[config.mk]
export PLATFORM = sky130hd
export DESIGN_NAME = imem_arbiter
export DESIGN_NICKNAME = d
export VERILOG_FILES = /design/src/rtl/imem_arbiter_pkg.sv /design/src/rtl/imem_rd_tagpipe.sv /design/src/rtl/imem_arbiter.sv
export SDC_FILE = /design/constraint.sdc
export NUM_CORES = 1
export LEC_CHECK = 0
export CORE_MARGIN = 5
export CORE_UTILIZATION = 35
export CTS_CLUSTER_SIZE = 16
export DETAILED_ROUTE_END_ITERATION = 10
export PLACE_DENSITY = 0.8
export SYNTH_ARGS = -nofsm -noshare
export SYNTH_HDL_FRONTEND = slang
export SYNTH_SLANG_ARGS = --single-unit
[constraint.sdc]
create_clock -name clk_clk -period 2.5 [get_ports clk_clk]
set_input_delay 0.5 -clock clk_clk [delete_from_list [all_inputs] [get_ports clk_clk]]
set_output_delay 0.5 -clock clk_clk [all_outputs]
set_load 0.02 [all_outputs]
[src/rtl/imem_arbiter_pkg.sv]
// Shared types for the instruction-memory arbiter: mode FSM states,
// read-return owner tags and the legal memory read-latency range.
package imem_arbiter_pkg;

    typedef enum logic [1:0] {
        RUN     = 2'd0,
        DRAIN_F = 2'd1,
        LOAD    = 2'd2,
        DRAIN_L = 2'd3
    } mode_e;

    typedef enum logic {
        FETCH = 1'b0,
        LDR   = 1'b1
    } owner_e;

    localparam int unsigned RD_LAT_MIN = 1;
    localparam int unsigned RD_LAT_MAX = 2;

    function automatic int unsigned rd_lat_clamp(int unsigned lat);
        if (lat < RD_LAT_MIN) return RD_LAT_MIN;
        if (lat > RD_LAT_MAX) return RD_LAT_MAX;
        return lat;
    endfunction

endpackage

[src/rtl/imem_rd_tagpipe.sv]
// Read-return tag pipeline: shifts {valid, owner} one stage per cycle.
// Ports: clk_i, flush_i (sync clear), push_*_i (stage 0 input),
// out_*_o (last stage), inflight_o / fetch_inflight_o (any valid entry).
module imem_rd_tagpipe
    import imem_arbiter_pkg::*;
#(
    parameter int unsigned DEPTH = 1
) (
    input  logic   clk_i,
    input  logic   flush_i,
    input  logic   push_vld_i,
    input  owner_e push_own_i,
    output logic   out_vld_o,
    output owner_e out_own_o,
    output logic   inflight_o,
    output logic   fetch_inflight_o
);

    // own bit: 1 = loader, 0 = fetch
    logic [DEPTH-1:0] vld_q, vld_d;
    logic [DEPTH-1:0] own_q, own_d;

    always_comb begin
        vld_d    = vld_q;
        own_d    = own_q;
        vld_d[0] = push_vld_i;
        own_d[0] = (push_own_i == LDR);
        for (int i = 1; i < int'(DEPTH); i++) begin
            vld_d[i] = vld_q[i-1];
            own_d[i] = own_q[i-1];
        end
    end

    always_ff @(posedge clk_i) begin
        if (flush_i) begin
            vld_q <= '0;
            own_q <= '0;
        end else begin
            vld_q <= vld_d;
            own_q <= own_d;
        end
    end

    assign out_vld_o        = vld_q[DEPTH-1];
    assign out_own_o        = own_q[DEPTH-1] ? LDR : FETCH;
    assign inflight_o       = |vld_q;
    assign fetch_inflight_o = |(vld_q & ~own_q);

endmodule

[src/rtl/imem_arbiter.sv]
// Shares the single-port instruction memory between fetch and loader,
// with a drain-sequenced exclusive loader mode.
// Ports: clk_clk/reset_reset; fetch_* read port; ldr_* read/write port;
// ldr_mode/ldr_mode_ack handover; mem_* drive the memory s1 slave.
module imem_arbiter
    import imem_arbiter_pkg::*;
#(
    parameter int unsigned ADDR_W     = 10,
    parameter int unsigned DATA_W     = 32,
    parameter int unsigned RD_LATENCY = 1
) (
    input  logic                clk_clk,
    input  logic                reset_reset,
    input  logic                fetch_req,
    input  logic [ADDR_W-1:0]   fetch_addr,
    output logic                fetch_gnt,
    output logic                fetch_rvalid,
    output logic [DATA_W-1:0]   fetch_rdata,
    input  logic                ldr_req,
    input  logic                ldr_we,
    input  logic [ADDR_W-1:0]   ldr_addr,
    input  logic [DATA_W-1:0]   ldr_wdata,
    input  logic [DATA_W/8-1:0] ldr_be,
    output logic                ldr_gnt,
    output logic                ldr_rvalid,
    output logic [DATA_W-1:0]   ldr_rdata,
    input  logic                ldr_mode,
    output logic                ldr_mode_ack,
    output logic [ADDR_W-1:0]   mem_address,
    output logic                mem_chipselect,
    output logic                mem_write,
    output logic [DATA_W-1:0]   mem_writedata,
    output logic [DATA_W/8-1:0] mem_byteenable,
    output logic                mem_clken,
    output logic                mem_debugaccess,
    input  logic [DATA_W-1:0]   mem_readdata
);

    localparam int unsigned BE_W  = DATA_W / 8;
    // Out-of-range latencies fall back to the nearest legal depth.
    localparam int unsigned DEPTH = rd_lat_clamp(RD_LATENCY);

    mode_e  state_q, state_d;
    owner_e last_q, last_d;

    logic f_cand, l_cand;
    logic f_win, l_win;
    logic push_vld;
    owner_e push_own;

    logic   tp_out_vld;
    owner_e tp_out_own;
    logic   tp_inflight;
    logic   tp_f_inflight;

    logic              f_rvalid_q, f_rvalid_d;
    logic              l_rvalid_q, l_rvalid_d;
    logic [DATA_W-1:0] f_rdata_q, f_rdata_d;
    logic [DATA_W-1:0] l_rdata_q, l_rdata_d;

    // Grants are suppressed during reset so no access reaches memory.
    always_comb begin
        f_cand = 1'b0;
        l_cand = 1'b0;
        if (!reset_reset) begin
            f_cand = fetch_req && (state_q == RUN);
            l_cand = ldr_req && (state_q != DRAIN_L);
        end
    end

    always_comb begin
        f_win  = 1'b0;
        l_win  = 1'b0;
        last_d = last_q;
        if (f_cand && l_cand) begin
            f_win = (last_q == LDR);
            l_win = (last_q == FETCH);
        end else begin
            f_win = f_cand;
            l_win = l_cand;
        end
        if (f_win) last_d = FETCH;
        if (l_win) last_d = LDR;
    end

    always_comb begin
        push_vld = f_win || (l_win && !ldr_we);
        push_own = l_win ? LDR : FETCH;
    end

    always_comb begin
        mem_address     = '0;
        mem_chipselect  = 1'b0;
        mem_write       = 1'b0;
        mem_writedata   = '0;
        mem_byteenable  = '0;
        mem_debugaccess = 1'b0;
        if (f_win) begin
            mem_address    = fetch_addr;
            mem_chipselect = 1'b1;
            mem_byteenable = {BE_W{1'b1}};
        end else if (l_win) begin
            mem_address     = ldr_addr;
            mem_chipselect  = 1'b1;
            mem_write       = ldr_we;
            mem_writedata   = ldr_we ? ldr_wdata : '0;
            mem_byteenable  = ldr_be;
            mem_debugaccess = ldr_we;
        end
    end

    assign mem_clken = 1'b1;
    assign fetch_gnt = f_win;
    assign ldr_gnt   = l_win;

    // Drains wait on the tags already issued; no new grant can
    // re-fill them (DRAIN_F blocks fetch, DRAIN_L blocks all).
    always_comb begin
        state_d = state_q;
        unique case (state_q)
            RUN:     if (ldr_mode) state_d = DRAIN_F;
            DRAIN_F: if (!tp_f_inflight) state_d = LOAD;
            LOAD:    if (!ldr_mode) state_d = DRAIN_L;
            DRAIN_L: if (!tp_inflight) state_d = RUN;
            default: state_d = RUN;
        endcase
    end

    assign ldr_mode_ack = (state_q == LOAD);

    always_ff @(posedge clk_clk) begin
        if (reset_reset) begin
            state_q <= RUN;
            last_q  <= LDR;
        end else begin
            state_q <= state_d;
            last_q  <= last_d;
        end
    end

    imem_rd_tagpipe #(
        .DEPTH (DEPTH)
    ) u_tagpipe (
        .clk_i            (clk_clk),
        .flush_i          (reset_reset),
        .push_vld_i       (push_vld),
        .push_own_i       (push_own),
        .out_vld_o        (tp_out_vld),
        .out_own_o        (tp_out_own),
        .inflight_o       (tp_inflight),
        .fetch_inflight_o (tp_f_inflight)
    );

    always_comb begin
        f_rvalid_d = tp_out_vld && (tp_out_own == FETCH);
        l_rvalid_d = tp_out_vld && (tp_out_own == LDR);
        f_rdata_d  = f_rvalid_d ? mem_readdata : f_rdata_q;
        l_rdata_d  = l_rvalid_d ? mem_readdata : l_rdata_q;
    end

    always_ff @(posedge clk_clk) begin
        if (reset_reset) begin
            f_rvalid_q <= 1'b0;
            l_rvalid_q <= 1'b0;
            f_rdata_q  <= '0;
            l_rdata_q  <= '0;
        end else begin
            f_rvalid_q <= f_rvalid_d;
            l_rvalid_q <= l_rvalid_d;
            f_rdata_q  <= f_rdata_d;
            l_rdata_q  <= l_rdata_d;
        end
    end

    assign fetch_rvalid = f_rvalid_q;
    assign fetch_rdata  = f_rdata_q;
    assign ldr_rvalid   = l_rvalid_q;
    assign ldr_rdata    = l_rdata_q;

endmodule

==> results.sh <==
export IMPL_worst_pin_slew_ns=0.632
export IMPL_rr_worst_depth=4
export IMPL_cts_root_buf="clkbuf_8"
export IMPL_grt_usage=0.224
export IMPL_port_buffers=211
export IMPL_io_pin_count=213
export IMPL_reg2reg_slack_ns=0.82
export IMPL_p_sw_mw=1.14
export IMPL_synth_top_family_by_area="simple AND/OR/NAND/NOR gates"
export IMPL_drive_above_1_share=0.208
export IMPL_crit_required_ns=2.00
export IMPL_die_area_um2=10400
export IMPL_cts_max_path_buffers=2
export IMPL_synth_top_area_cell="dfxtp_1"
export IMPL_fin_cells=702
export IMPL_wl_per_cell_um=18.0
export IMPL_highest_layer="met4"
export IMPL_die_x_um=102
export IMPL_ys_seq_elements=71
export IMPL_rows=33
export IMPL_yosys_warnings=0
export IMPL_p_comb_frac=0.339
export IMPL_ff_latch_area_um2=1430
export IMPL_fillers=667
export IMPL_drcViolationCount=0
export IMPL_n_antenna_cell=0
export IMPL_synthFlopType="dfxtp_1"
export IMPL_multi_input_area_um2=1450
export IMPL_hold_buffers=0
export IMPL_synth_edf_count=0
export IMPL_drt_met1_wl_mm=4.66
export IMPL_dr_pass1_iters=4
export IMPL_synth_mux_area_frac=0.00339
export IMPL_dpl_worst_slack_ns=-0.595
export IMPL_p_per_area_nw_per_um2=671
export IMPL_fin_nets=690
export IMPL_arrival_ns=2.18
export IMPL_finalWirelength_mm=12.6
export IMPL_synthTopCellsByArea="dfxtp_1 48%, nand2_1 17%, a21oi_1 11%"
export IMPL_p_sw_frac=0.302
export IMPL_async_reset_ff_frac=0
export IMPL_period_minus_slack_ns=2.68
export IMPL_cap_violations=0
export IMPL_synth_distinct_cells=28
export IMPL_synth_cells=374
export IMPL_rr_startpoint="u_tagpipe.own_q$_SDFF_PP0_"
export IMPL_internal_power_mw=2.64
export IMPL_clock_sinks=71
export IMPL_numCtsBuffers=9
export IMPL_end_kind="output pin"
export IMPL_grt_max_degree=38
export IMPL_hold_violations=0
export IMPL_p_clk_frac=0.318
export IMPL_synth_top_cell_area_share=0.482
export IMPL_antenna_found_initial=0
export IMPL_min_path_cells=2
export IMPL_wl_met2_mm=6.62
export IMPL_core_um2=8220
export IMPL_cts_tree="built"
export IMPL_rsz0062_at_grt="true"
export IMPL_leakage_nw=2.22
export IMPL_period_share=1.07
export IMPL_synth_xor_area_share=0
export IMPL_synth_simple_gate_area_frac=0.268
export IMPL_irDropWorstVdd_mv=0.593
export IMPL_slew_violations=0
export IMPL_start_util=0.359
export IMPL_gp_congestion=0.926
export IMPL_grt_pass1_vias=3272
export IMPL_vias=3376
export IMPL_hold_class="reg2reg"
export IMPL_ant_nets=0
export IMPL_fmax_mhz=373
export IMPL_setup_slack_ns=-0.182
export IMPL_path_clk_slew_ns=0.07
export IMPL_crit_fanout=5
export IMPL_synth_adder_area_share=0.0170
export IMPL_grt_pass1_wl_mm=17.7
export IMPL_syn_nets=472
export IMPL_die_y_um=102
export IMPL_path_class="reg2out"
export IMPL_start_kind="flip-flop"
export IMPL_avgSynthCellArea_um2=7.89
export IMPL_synth_area_um2=2950
export IMPL_worstHoldStart="ldr_rdata[31]$_SDFFE_PP0P_"
export IMPL_synth_compound_area_frac=0.170
export IMPL_htreeDepth=3
export IMPL_dpl_cell_count=678
export IMPL_syn2layout_area_growth_pct=91.0
export IMPL_ys_seq_area_frac=0.482
export IMPL_setup_viol=32
export IMPL_overflow=0
export IMPL_post_dp_hpwl_mm=9.50
export IMPL_p_seq_frac=0.343
export IMPL_met3WireLength_mm=1.08
export IMPL_clock_skew_ns=0.00889
export IMPL_r2r_end="ldr_rdata[18]$_SDFFE_PP0P_"
export IMPL_finalPower_mw=3.78
export IMPL_dr_first_iter_drc_count=115
export IMPL_max_slew_margin=0.577
export IMPL_whs_endpoint="ldr_rdata[31]$_SDFFE_PP0P_"
export IMPL_worstSkewPairLatency_ns=0.34
export IMPL_avgViaCountPerCell=4.81
export IMPL_violations="setup timing"
export IMPL_status="complete, but fails checks"
what timing repair did:
item,in CTS,in global routing
setup buffers,1,6
gates cloned,2,1
setup endpoints to repair,51,49
resized for setup,148,150
pin swaps,0,12
cell usage after synthesis, types with 2 or more instances:
cell type and number:
nand2_1 130, dfxtp_1 71, a21oi_1 66, and2_1 33, clkbuf_1 22, a22o_1 10, buf_6 4, ha_1 4
inv_1 4, a21o_1 3, nor2_1 3, nor2b_1 3, a211oi_1 2, buf_2 2, buf_4 2, o21a_1 2
o21ai_0 2
metal layers:
metal	vias up	track usage
li1	1641	-
met1	1582	0.238
met2	135	0.414
met3	18	0.0806
met4	0	0.0634
met5	-	0
placed cells by master, fill, tap and decap left out, drive strengths merged, types with 3 or more instances in the layout:
| master | count |
|---|---|
| a22o | 10 |
| nor2 | 3 |
| buf | 64 |
| clkdlybuf4s50 | 157 |
| a21o | 3 |
| a21oi | 66 |
| dlygate4sd2 | 7 |
| bufinv | 4 |
| ha | 4 |
| clkbuf | 17 |
| inv | 4 |
| and2 | 33 |
| nor2b | 3 |
| nand2 | 130 |
| dfxtp | 71 |
worst max-delay path by stage:
| stage | from | endpoint | slack (ns) | cells past startpoint |
|---|---|---|---|---|
| finish | state_q[0]$_SDFFE_PP0P_ | mem_writedata[6] | -0.18 | 9 |
| global route | state_q[1]$_SDFFE_PP0P_ | mem_writedata[6] | -0.29 | 10 |
| CTS | state_q[0]$_SDFFE_PP0P_ | mem_writedata[4] | -0.22 | 7 |
| detailed placement | ldr_req | mem_writedata[29] | -0.59 | 7 |
| global placement | ldr_req | mem_writedata[30] | -0.55 | 7 |
| floorplan | state_q[0]$_SDFFE_PP0P_ | mem_writedata[10] | 0.21 | 7 |
registers in the layout (all words and copies together) (netlist names):
register / cells
fetch_rdata: 32
ldr_rdata: 32
state_q: 2
fetch_rvalid: 1
last_q: 1
ldr_rvalid: 1
u_tagpipe.inflight_o: 1
u_tagpipe.own_q: 1
final cells by class:
class | count | area share
tap | 105 | 0.0233
inverter | 4 | 0.00311
sequential | 71 | 0.254
clock buffer | 9 | 0.0220
timing repair buffer | 238 | 0.415
clock inverter | 7 | 0.0258
multi-input combinational | 268 | 0.257
worst max-delay path: stages (launching register included):
cell	delay (ns)
dfxtp_4	0.37
ha_4	0.16
nand2b_4	0.15
o2111a_1	0.28
nor3b_4	0.31
buf_6	0.16
buf_6	0.10
buf_6	0.08
and2_4	0.13
buf_6	0.11
logic make-up after synthesis:
group / Yosys count
and+or+nand+nor: 175
AOI/OAI and AO/OA: 87
DFF: 71
buffers and inverters: 35
adders and majority gates: 4
muxes: 1
other: 1
stage by stage:
step | hold WS, ns | util | TNS (ns) | instance area (um2)
floorplan | 0.497 | - | 0 | 2950
detailed placement | 0.446 | 0.630 | -23.09 | 5180
global route | 0.474 | 0.686 | -6.55 | 5630
finish | 0.457 | 0.686 | -3.21 | 5630
CTS | 0.456 | 0.668 | -6.34 | 5490
global placement | 0.441 | 0.630 | -22.27 | 5180
power groups by stage:
stage	logic [mW]	registers (mW)	clock network [mW]
after global routing	1.36	1.31	1.28
after floorplan	0.512	1.37	0
after CTS	1.20	1.29	1.23
final	1.28	1.30	1.20
after detailed placement	1.22	1.30	0
after global placement	1.20	1.30	0
Power figures use the tool's default switching activity.
==> RTL edit 1, RTL diff (same settings) <==
The 4 values of `mode_e` get a one-hot encoding in 4 bits.
--- a/src/rtl/imem_arbiter_pkg.sv
+++ b/src/rtl/imem_arbiter_pkg.sv
@@ -3,9 +3,9 @@
 package imem_arbiter_pkg;
 
-    typedef enum logic [1:0] {
-        RUN     = 2'd0,
-        DRAIN_F = 2'd1,
-        LOAD    = 2'd2,
-        DRAIN_L = 2'd3
+    typedef enum logic [3:0] {
+        RUN     = 4'b0001,
+        DRAIN_F = 4'b0010,
+        LOAD    = 4'b0100,
+        DRAIN_L = 4'b1000
     } mode_e;
 
Check against the original RTL: no difference found for any inputs over 10 cycles, from zero or initial values and one cycle with reset_reset high; not proved beyond that.
==> RTL edit 1 against the original RTL <==
- sequential power grew 5%
- sequential share of layout area up 0.60 points
- sequential cell count increased by 2
- global-route usage is 1.6 points lower
- wire length fell by 6.8%
- design area up 0.27%
- critical endpoint is now mem_writedata[20]
- total power decreased by 6.1%
- synthesized area up 4.6%
- core utilization is 3.2 points lower
- setup slack improved by 0.19 ns
==> RTL edit 1: results (changes against the original RTL) <==
| Metric | Value |
|---|---|
| Hold Path End | `fetch_rdata[26]` |
| Slowest cell on crit path | `clkdlybuf4s50_1` |
| Initial DRC Count | `139 (+21%)` |
| First-pass GRT wire length | `18,500 µm (+4.4%)` |
| Largest net degree at the start of global routing | `39 (+2.6%)` |
| Post-DR vias/cell | `4.83 (+0.40%)` |
| Hold_sp | `fetch_rdata[26]` |
| Worst vdd ir | `0.530 mV (-11%)` |
| Syn avg cell area | `7.91 µm² (+0.29%)` |
| P_int | `2.38 mW (-9.8%)` |
| Worst rel slew slack | `0.658 (+0.0813)` |
| DP HPWL | `8910 µm (-6.2%)` |
| Inst Count DP | `699 (+3.1%)` |
| Seq/Total Area, Yosys | `0.474 (-0.00813)` |
| Commonest cells in the netlist | `nand2_1, dfxtp_1, a21oi_1, and2_1, clkbuf_1` |
| Max Slew Vio Count | `0 (unchanged)` |
| Post-DP Area | `5390 µm² (+4.1%)` |
| CP max FO | `34 (+29)` |
| Syn_nets | `484 (+2.5%)` |
| WL/cell | `16.3 µm (-9.4%)` |
| Final Skew | `0.00645 ns (-0.00245 ns)` |
| Worst R2R End | `fetch_rdata[23]` |
| WP data arrival | `1.99 ns (-0.19 ns)` |
| Routability Congestion | `0.912 (-1.5%)` |
| Status | `finished, final reports clean` |
| Static Leak | `2.15 nW (-3.4%)` |
| Post-Layout Cell Count | `722 (+2.8%)` |
| R2R Setup Slk | `0.96 ns (+0.14 ns)` |
| Vias in the first global route | `3,462 (+5.8%)` |
| Synth area leaders | `dfxtp_1, nand2_1, a21oi_1` |
| Cell family with the largest share of critical-path delay | `buffers and inverters` |
-- RTL edit 1: what timing repair did --
item	4_1_cts	5_1_grt
buffers inserted	4	2
setup endpoints to repair	51	46
cloned	0	1
gates resized for setup	167	13
pin swaps	2	3
-- RTL edit 1: final cells by class --
type / instances / area [µm²]
inverter: 2 / 7.51
sequential: 73 / 1470
tap: 108 / 135
clock inverter: 5 / 56.3
clock buffer: 11 / 131
fill: 740 / 2990
multi-input combinational: 282 / 1490
timing repair buffer: 241 / 2360
-- RTL edit 1: kinds of logic after synthesis --
| family | share of synthesized area |
|---|---|
| buffers and inverters | 0.0503 |
| XOR/XNOR | 0.00284 |
| AO/OA/AOI/OAI | 0.175 |
| flip-flops | 0.474 |
| other | 0.00122 |
| AND/OR/NAND/NOR | 0.297 |
-- RTL edit 1: worst min-delay path, cell delays in order, from the launching register on --
cell	delay, ns
dfxtp_1	0.31
nand2_1	0.05
a21oi_1	0.05
-- RTL edit 1: routing by layer --
metal,GRT usage,vias to the layer above,share of wire
li1,-,1715,-
met1,0.244,1624,0.39
met2,0.352,132,0.50
met3,0.0869,15,0.088
met4,0.0472,0,0.018
met5,0,-,0
-- RTL edit 1: per-stage QoR --
| stage | setup WS (ns) | power (mW) |
|---|---|---|
| global placement | -0.494 | 2.64 |
| floorplan | 0.288 | 2.00 |
| CTS | 0.00448 | 3.52 |
| global route | -0.0820 | 3.74 |
| detailed placement | -0.520 | 2.67 |
| finish | 0.0125 | 3.55 |
-- RTL edit 1: worst max-delay path by stage --
| stage | startpoint | to | slack [ns] | cells after the start |
|---|---|---|---|---|
| floorplan | reset_reset | mem_address[4] | 0.29 | 5 |
| global placement | ldr_req | mem_address[9] | -0.49 | 5 |
| detailed placement | ldr_req | mem_address[2] | -0.52 | 5 |
| CTS | state_q[3] | mem_writedata[20] | 0.004 | 6 |
| global route | state_q[2] | mem_address[2] | -0.08 | 7 |
| finish | fetch_req | mem_writedata[20] | 0.01 | 5 |
-- RTL edit 1: power by group through the flow --
stage	Sequential, mW	Clock (mW)	Combinational, mW
final	1.36	0.885	1.31
after CTS	1.35	0.909	1.26
after global placement	1.37	0	1.27
after floorplan	1.43	0	0.564
after global routing	1.37	0.974	1.40
after detailed placement	1.38	0	1.29
==> RTL edit 2, RTL diff (same settings) <==
Without the edit above. The parameter `DATA_W` goes from 32 to 28.
--- a/src/rtl/imem_arbiter.sv
+++ b/src/rtl/imem_arbiter.sv
@@ -7,5 +7,5 @@
 #(
     parameter int unsigned ADDR_W     = 10,
-    parameter int unsigned DATA_W     = 32,
+    parameter int unsigned DATA_W     = 28,
     parameter int unsigned RD_LATENCY = 1
 ) (
Ports: changed (7 resized); port bits go from 213 to 191. The function was not compared with the original's and may differ.
==> RTL edit 2 against the original RTL <==
- the run still ends with negative setup slack left
- sequential share of layout area is 0.79 points lower
- synthesized area is 11% lower
- count of clock-buffer cells in the layout rose by 3
- total power down 12%
- wire length shrank 21%
- non-clock buffer count is 19 lower
- design area shrank 8.6%
- setup slack improved by 0.038 ns
- sequential cell count down 8
- die area down 10%
- first-iteration DRC count unchanged
- clock skew is 0.0037 ns lower
- combinational power down 6%
- largest power group is now combinational cells
==> RTL edit 2: results (changes against the original RTL) <==
| Metric | Value |
|---|---|
| Fillcell total | `546 (-18%)` |
| Worst vdd ir | `0.307 mV (-48%)` |
| Seq/Total Area, Yosys | `0.482 (about the same)` |
| Net Sw Power | `992 µW (-13%)` |
| Power share of the combinational group | `0.358 (+0.019)` |
| Sequential power | `1.15 mW (-12%)` |
| Status | `finished, violations left` |
| Final setup viols | `28 (-13%)` |
| Failing checks | `negative setup slack` |
| Commonest cells in the netlist | `nand2_1, dfxtp_1, a21oi_1, and2_1, clkbuf_1` |
| Largest net degree at the start of global routing | `32 (-16%)` |
| DR vias | `3,039 (-10%)` |
| Layout cell share with drive strength beyond 1 | `0.237 (+0.0293)` |
| Routability Congestion | `0.809 (-13%)` |
| Worst setup margin | `-0.143 ns (+0.0381 ns)` |
| First-pass GRT wire length | `14,800 µm (-17%)` |
| Pre-CTS setup slack | `-0.580 ns (+0.0144 ns)` |
| Worst slew pin tran | `1.01 ns (+0.379 ns)` |
| Clk slew on worst S/H paths | `0.07 ns (about the same)` |
| Synth area leaders | `dfxtp_1, nand2_1, a21oi_1` |
| DP HPWL | `7380 µm (-22%)` |
| WL/cell | `15.5 µm (-14%)` |
| Fin nets | `625 (-9.4%)` |
| Gr usage total | `0.206 (-0.0175)` |
| Final Skew | `0.00516 ns (-0.00374 ns)` |
==> RTL edit 2: cell count changes in the layout (fill, tap and decap cells not counted), moves of 3 or more <==
cell,change
clkdlybuf4s50_1,-17
nand2_1,-16
a21oi_1,-8
dfxtp_1,-8
and2_1,-6
clkbuf_2,-6
buf_2,+4
buf_6,-4
buf_12,+3
buf_4,+3
clkbuf_8,+3
dlygate4sd2_1,-3
==> RTL edit 2: final timing paths <==
kind | end | slack (ns) | startpoint | cells past startpoint
worst min-delay path | fetch_rdata[26] | 0.45 | fetch_rdata[26] | 2
worst min register to register | fetch_rdata[26] | 0.45 | fetch_rdata[26] | 2
worst max-delay path | mem_writedata[6] | -0.14 | state_q[0] | 9
worst max register to register | state_q[1] | 0.80 | state_q[1] | 7
==> RTL edit 2: cell type report <==
| class | count | area (µm²) | area share |
|---|---|---|---|
| inverter | 4 | 15.0 | 0.00291 |
| clock buffer | 12 | 165 | 0.0321 |
| tap | 99 | 124 | 0.0240 |
| clock inverter | 3 | 65.1 | 0.0126 |
| sequential | 63 | 1270 | 0.246 |
| multi-input combinational | 239 | 1320 | 0.257 |
| timing repair buffer | 219 | 2190 | 0.426 |
==> RTL edit 2: cell families (layout without fill, tap and decap cells) <==
kind of cell,after synthesis,after routing,synth area share
buf+inv,30,238,0.0535
other cells,1,1,0.00143
fa+ha+maj,4,4,0.0191
flops,63,63,0.482
compound gates,78,78,0.173
mux,1,1,0.00382
simple gates,155,155,0.267
==> RTL edit 2: critical path: stages, from the launching register on <==
cell,delay (ns)
dfxtp_4,0.36
ha_4,0.15
nand2b_4,0.15
o2111a_2,0.29
nor3b_4,0.21
buf_6,0.18
buf_12,0.13
buf_6,0.09
and2_4,0.14
buf_6,0.11
==> RTL edit 2: what timing repair did <==
| item | CTS | global route |
|---|---|---|
| resized for setup | 270 | 18 |
| gates cloned | 3 | 0 |
| setup buffers | 9 | 4 |
| pin swaps | 3 | 29 |
| endpoints found under the setup margin | 46 | 39 |
==> RTL edit 2: per-stage QoR <==
step | power [mW] | instance area [µm²] | hold slack [ns] | TNS (ns) | instances
after floorplan | 1.68 | 2620 | 0.497 | 0 | 332
after global placement | 2.23 | 4650 | 0.441 | -20.66 | 611
after detailed placement | 2.27 | 4650 | 0.450 | -21.15 | 611
after CTS | 3.37 | 5150 | 0.459 | -2.78 | 638
after global routing | 3.52 | 5150 | 0.478 | -4.40 | 639
final | 3.34 | 5150 | 0.455 | -2.17 | 639
==> RTL edit 2: metal layers <==
layer  part of all wire  track usage
met3              0.099       0.0651
met4              0.026       0.0853
met2               0.53        0.385
met1               0.35        0.211
met5                  0            0
